`src/rtl/drate.sv`:
```
// Decimating boxcar rate converter: averages R = F_H/F_L consecutive signed
// 16-bit samples and emits the mean at F_L with a one-cycle strobe.
module drate #(
    parameter int unsigned F_H = 60,
    parameter int unsigned F_L = 3,
    parameter int unsigned SH  = 24
) (
    input  logic               clk,
    input  logic               rst,
    input  logic signed [15:0] in,
    input  logic               sync,
    output logic signed [15:0] out,
    output logic               out_stb,
    output logic [7:0]         phase
);

    localparam int unsigned R  = F_H / F_L;
    localparam int unsigned AW = 16 + $clog2(R);
    localparam int unsigned RW = SH + 2;
    localparam int unsigned PW = AW + RW;

    // Reciprocal is rounded to nearest so that exact multiples average exactly.
    localparam logic signed [PW-1:0] RECIP =
        PW'(((64'd1 << SH) + 64'(R / 2)) / 64'(R));
    localparam logic signed [PW-1:0] RND  = PW'(64'd1 << (SH - 1));
    localparam logic signed [PW-1:0] MAXV = PW'(32767);
    localparam logic signed [PW-1:0] MINV = ~MAXV;

    if (F_L == 0 || (F_H % F_L) != 0 || R < 2 || R > 256) begin : g_bad_ratio
        $error("drate: F_H/F_L must be an integer in [2,256]");
    end
    if (SH < 1 || SH > 40) begin : g_bad_shift
        $error("drate: SH must be in [1,40]");
    end

    logic signed [AW-1:0] acc_q, acc_d;
    logic signed [AW-1:0] sum_q, sum_d;
    logic [7:0]           phase_q, phase_d;
    logic                 v1_q, v1_d;
    logic signed [PW-1:0] prod_q, prod_d;
    logic                 v2_q, v2_d;
    logic signed [15:0]   out_q, out_d;
    logic                 stb_q, stb_d;

    logic signed [AW-1:0] in_ext;
    logic signed [PW-1:0] sum_ext;
    logic signed [PW-1:0] shifted;

    assign in_ext  = {{(AW-16){in[15]}}, in};
    assign sum_ext = {{(PW-AW){sum_q[AW-1]}}, sum_q};
    assign shifted = prod_q >>> SH;

    // Stage 0: accumulate; sync restarts the window and outranks completion.
    always_comb begin
        acc_d   = acc_q;
        sum_d   = sum_q;
        phase_d = phase_q;
        v1_d    = 1'b0;
        if (sync) begin
            acc_d   = '0;
            phase_d = '0;
        end else if (phase_q == 8'(R - 1)) begin
            sum_d   = acc_q + in_ext;
            v1_d    = 1'b1;
            acc_d   = '0;
            phase_d = '0;
        end else begin
            acc_d   = acc_q + in_ext;
            phase_d = phase_q + 8'd1;
        end
    end

    // Stage 1: scale by the reciprocal with a half-LSB rounding offset.
    always_comb begin
        prod_d = prod_q;
        v2_d   = v1_q;
        if (v1_q) begin
            prod_d = sum_ext * RECIP + RND;
        end
    end

    // Stage 2: drop fractional bits and saturate to 16 bits.
    always_comb begin
        out_d = out_q;
        stb_d = v2_q;
        if (v2_q) begin
            if (shifted > MAXV) begin
                out_d = 16'sh7FFF;
            end else if (shifted < MINV) begin
                out_d = 16'sh8000;
            end else begin
                out_d = shifted[15:0];
            end
        end
    end

    always_ff @(posedge clk or posedge rst) begin
        if (rst) begin
            acc_q   <= '0;
            sum_q   <= '0;
            phase_q <= '0;
            v1_q    <= 1'b0;
            prod_q  <= '0;
            v2_q    <= 1'b0;
            out_q   <= '0;
            stb_q   <= 1'b0;
        end else begin
            acc_q   <= acc_d;
            sum_q   <= sum_d;
            phase_q <= phase_d;
            v1_q    <= v1_d;
            prod_q  <= prod_d;
            v2_q    <= v2_d;
            out_q   <= out_d;
            stb_q   <= stb_d;
        end
    end

    assign out     = out_q;
    assign out_stb = stb_q;
    assign phase   = phase_q;

endmodule
```
`config.mk`:
```
export PLATFORM = sky130hd
export DESIGN_NAME = drate
export DESIGN_NICKNAME = d
export VERILOG_FILES = /design/src/rtl/drate.sv
export SDC_FILE = /design/constraint.sdc
export NUM_CORES = 1
export LEC_CHECK = 0
export CORE_ASPECT_RATIO = 1.75
export CORE_UTILIZATION = 55
export DETAILED_ROUTE_END_ITERATION = 10
export PLACE_DENSITY = 0.73
export SYNTH_ARGS = -nofsm -noshare
export SYNTH_HDL_FRONTEND = slang
export SYNTH_SLANG_ARGS = --single-unit
```
`constraint.sdc`:
```
create_clock -name clk -period 13.29 [get_ports clk]
set_clock_uncertainty 0.1 [all_clocks]
set_input_delay 2.658 -clock clk [delete_from_list [all_inputs] [get_ports clk]]
set_output_delay 2.658 -clock clk [all_outputs]
set_load 0.05 [all_outputs]
```
==> results.py <==
metrics = {
    "clocking": {
        "cts_buffer_depth": 2,
        "cts_resized": 0,
        "clockRootBuffer": "sky130_fd_sc_hd__clkbuf_16",
        "clk-insertion-delay-late_ns": 0.36,
        "register_clock_pin_slew_on_the_reported_worst_setup_and_hold_paths_ns": 0.07,
        "post_cts_buffers": 0,
        "clock_tree_from_tritoncts": "done",
        "cts-hold-fix-buffers": 0,
        "numClockSinks": 88,
        "cts_buffers": 9,
        "cts.htree.levels": 3,
    },
    "finish": {
        "final_net_count": 1783,
        "n_antenna_cell": 0,
        "drive_gt1_share_pct": 3.693,
        "final_cells": 1681,
        "mostFrequentLayoutCell": "sky130_fd_sc_hd__inv_1",
        "area_growth_syn_to_layout_pct": 7.824,
        "stdcell_area_sq_um": 13790,
        "final_cell_mix": "sky130_fd_sc_hd__inv_1, sky130_fd_sc_hd__ha_1, sky130_fd_sc_hd__fa_1",
    },
    "die": {
        "std_cell_rows": 73,
        "boundaryPins": 44,
        "fp.coreArea_sq_um": 22740,
        "fp.dieH_um": 203.8,
        "dieWidth_um": 117.3,
        "die-area_sq_um": 23900,
        "initial_core_util_pct": 56.25,
    },
    "critical_path": {
        "setup.worst_path.class": "flip-flop to flip-flop",
        "cp_data_arrival_time_ns": 6.97,
        "critPathRequiredTime_ns": 13.43,
        "critical_path.endpoint_type": "flip-flop",
        "worst-path-max-fanout": 6,
        "critPathLaunchType": "flip-flop",
    },
    "route": {
        "drc": 0,
        "ant_nets": 0,
        "route.detailed.vias_per_inst": 5.496,
        "count_of_tritonroute_iterations_in_the_first_routing_pass": 5,
        "vias": 9238,
        "wl_mm": 29.17,
        "drt_iter0_drc": 369,
        "post_drt_wl_per_cell_um": 17.35,
    },
    "global_route": {
        "grt_first_pass_wirelength_mm": 49.36,
        "number_of_global_route_vias_before_repair": 10277,
        "grt_antenna_before_repair": 0,
        "grt_use_total_pct": 27.40,
        "globalRoute.totalOverflow": 0,
        "pin_count_of_the_biggest_net_entering_global_routing": 74,
    },
    "pwr": {
        "p_int_mw": 1.399,
        "power.share.combinational_pct": 78.4,
        "report.power.total_mw": 2.882,
        "cellLeakagePower_nw": 7.452,
        "power_frac_clock_pct": 8.6,
        "power_switching_share_pct": 51.47,
        "power.share.sequential_pct": 13.0,
        "pwr_per_cell_area_nw_per_um2": 208.9,
        "netSwitchingPower_mw": 1.483,
        "vdd.ir_drop.worst_mv": 0.1494,
    },
    "logic_synthesis": {
        "synth-seq-area-share_pct": 17.21,
        "yosys_warnings": 0,
        "synth_enable_flop_cells": 0,
        "ys_dominant_reg_cell": "sky130_fd_sc_hd__dfrtp_1",
        "synth_register_bits": 88,
        "synth.lib_cells_used.distinct": 58,
        "synth_area_sq_um": 12790,
        "synth-async-reset-ratio_pct": 100.0,
        "synthesis.nets": 1754,
        "synth_area_per_cell_sq_um": 9.498,
        "syn-instance-count": 1347,
    },
    "sta": {
        "fin_tns_setup_ns": 0,
        "timing.fmax_ghz": 0.1463,
        "shortest_period_the_worst_path_allows_ns": 6.834,
        "period_share_pct": 51.42,
        "worstMarginPinSlew_ns": 1.047,
        "finalHoldWorstSlack_ns": 0.4074,
        "hold_violations": 0,
        "finalMaxSlewViolations": 0,
        "relSlewSlack_pct": 30.17,
        "rsz0062_at_grt": "false",
        "setup_viol_count_final": 0,
    },
    "place": {
        "placed_cells_incl_taps": 1665,
        "post_dp_cell_area_sq_um": 13510,
        "port_buffers": 43,
        "detailed_place_hpwl_mm": 24.56,
        "gpl.final_weighted_congestion": 0.9287,
    },
    "outcome": {
        "status": "finished clean",
    },
    "run": {
        "drv.max_cap_violation_count": 0,
    },
    "worst_hold_path": {
        "min-delay-path-class": "flip-flop to flip-flop",
    },
}
## through the flow
step	util (%)	setup WS, ns
final	60.65	6.456
after global routing	60.65	6.047
after CTS	60.65	6.493
after detailed placement	59.42	6.530
after global placement	59.42	6.620
after floorplan	-	6.978
## final timing paths
kind | from | depth (start not counted) | slack (ns) | end
worst min register to register | prod_q[26]$_DFFE_PP0P_ | 1 | 0.41 | prod_q[26]$_DFFE_PP0P_
worst max register to register | sum_q[1]$_DFFE_PP0P_ | 20 | 6.46 | prod_q[33]$_DFFE_PP0P_
min in group asynchronous | rst | 2 | 2.45 | phase[4]$_DFF_PP0_
worst min-delay path | prod_q[26]$_DFFE_PP0P_ | 1 | 0.41 | prod_q[26]$_DFFE_PP0P_
worst max-delay path | sum_q[1]$_DFFE_PP0P_ | 20 | 6.46 | prod_q[33]$_DFFE_PP0P_
max in group asynchronous | rst | 3 | 9.37 | out[5]$_DFFE_PP0P_
## synthesized netlist by cell type, types with 3 or more instances
library cell	count	area, sq um
sky130_fd_sc_hd__a211oi_1	9	67.56
sky130_fd_sc_hd__a211oi_2	4	50.05
sky130_fd_sc_hd__a21o_1	24	180.2
sky130_fd_sc_hd__a21oi_1	51	255.2
sky130_fd_sc_hd__a31oi_1	9	56.30
sky130_fd_sc_hd__and2_1	4	25.02
sky130_fd_sc_hd__and3_1	6	37.54
sky130_fd_sc_hd__clkbuf_1	25	93.84
sky130_fd_sc_hd__dfrtp_1	88	2202
sky130_fd_sc_hd__fa_1	158	3163
sky130_fd_sc_hd__ha_1	230	2878
sky130_fd_sc_hd__inv_1	324	1216
sky130_fd_sc_hd__mux2_2	18	202.7
sky130_fd_sc_hd__mux2i_1	4	40.04
sky130_fd_sc_hd__nand2_1	61	229.0
sky130_fd_sc_hd__nand2b_1	8	50.05
sky130_fd_sc_hd__nand3_1	10	50.05
sky130_fd_sc_hd__nand4_1	12	75.07
sky130_fd_sc_hd__nor2_1	83	311.6
sky130_fd_sc_hd__nor2b_1	5	31.28
sky130_fd_sc_hd__nor3_1	9	45.04
sky130_fd_sc_hd__nor4_1	3	18.77
sky130_fd_sc_hd__o211ai_1	5	37.54
sky130_fd_sc_hd__o21a_1	4	30.03
sky130_fd_sc_hd__o21ai_0	51	255.2
sky130_fd_sc_hd__o21ai_1	4	20.02
sky130_fd_sc_hd__o21bai_1	6	45.04
sky130_fd_sc_hd__o221ai_1	3	26.28
sky130_fd_sc_hd__o22ai_1	17	106.4
sky130_fd_sc_hd__o31ai_1	5	37.54
sky130_fd_sc_hd__xnor2_1	41	359.1
sky130_fd_sc_hd__xor2_1	32	280.3
## power by group through the flow
stage	clock, mW	combinational, mW	sequential (mW)
2_1_floorplan	0	1.65	0.429
3_3_place_gp	0	2.22	0.379
3_5_place_dp	0	2.26	0.382
4_1_cts	0.254	2.28	0.377
5_1_grt	0.261	2.59	0.383
6_report	0.247	2.26	0.376
## sequential cells by signal, indices dropped and copies added (netlist names)
| name | cells |
|---|---|
| prod_q | 19 |
| out | 16 |
| out_stb | 1 |
| acc_q | 21 |
| sum_q | 21 |
| v1_q | 1 |
| phase | 8 |
| stb_d | 1 |
## worst max-delay path, cell delays in order, from the launching register on
cell                       delay, ns
sky130_fd_sc_hd__dfrtp_1        0.47
sky130_fd_sc_hd__ha_1           0.38
sky130_fd_sc_hd__xor2_1         0.31
sky130_fd_sc_hd__ha_1           0.32
sky130_fd_sc_hd__fa_1           0.53
sky130_fd_sc_hd__fa_1           0.52
sky130_fd_sc_hd__fa_1           0.52
sky130_fd_sc_hd__fa_1           0.55
sky130_fd_sc_hd__inv_1          0.06
sky130_fd_sc_hd__fa_1           0.58
sky130_fd_sc_hd__inv_1          0.06
sky130_fd_sc_hd__ha_1           0.37
sky130_fd_sc_hd__a211oi_2       0.28
sky130_fd_sc_hd__o21ai_1        0.11
sky130_fd_sc_hd__a41oi_1        0.34
sky130_fd_sc_hd__nor3b_2        0.28
sky130_fd_sc_hd__a21o_1         0.17
sky130_fd_sc_hd__o21ai_1        0.11
sky130_fd_sc_hd__a31o_1         0.25
sky130_fd_sc_hd__xor2_1         0.13
sky130_fd_sc_hd__mux2_2         0.26
## per-layer routing
metal	wire length, um	vias to the layer above	track usage (%)
met3	554	87	2.972
li1	-	4395	-
met5	0	-	0
met1	10350	4612	27.71
met4	1966	0	17.45
met2	16300	144	51.55
## cells by family (layout without fill, tap and decap cells)
group | count (synthesis) | in the layout | synth area share (%)
AO/OA/AOI/OAI | 211 | 211 | 10.65
buffers and inverters | 352 | 386 | 10.33
AND/OR/NAND/NOR | 210 | 210 | 7.384
adder cells (fa/ha/maj) | 389 | 389 | 47.30
flip-flops | 88 | 88 | 17.21
multiplexers | 24 | 24 | 2.132
XOR/XNOR | 73 | 73 | 4.998
## layout make-up
type	count	area [sq um]
clock buffers	10	229.0
clock inverters	6	51.30
fillers	1916	8949
inverters	325	1221
multi-input cells	907	9270
flip-flops and latches	88	2202
well taps	300	375.4
repair buffers	45	445.4
No activity file was read; power rests on OpenSTA's default activity.
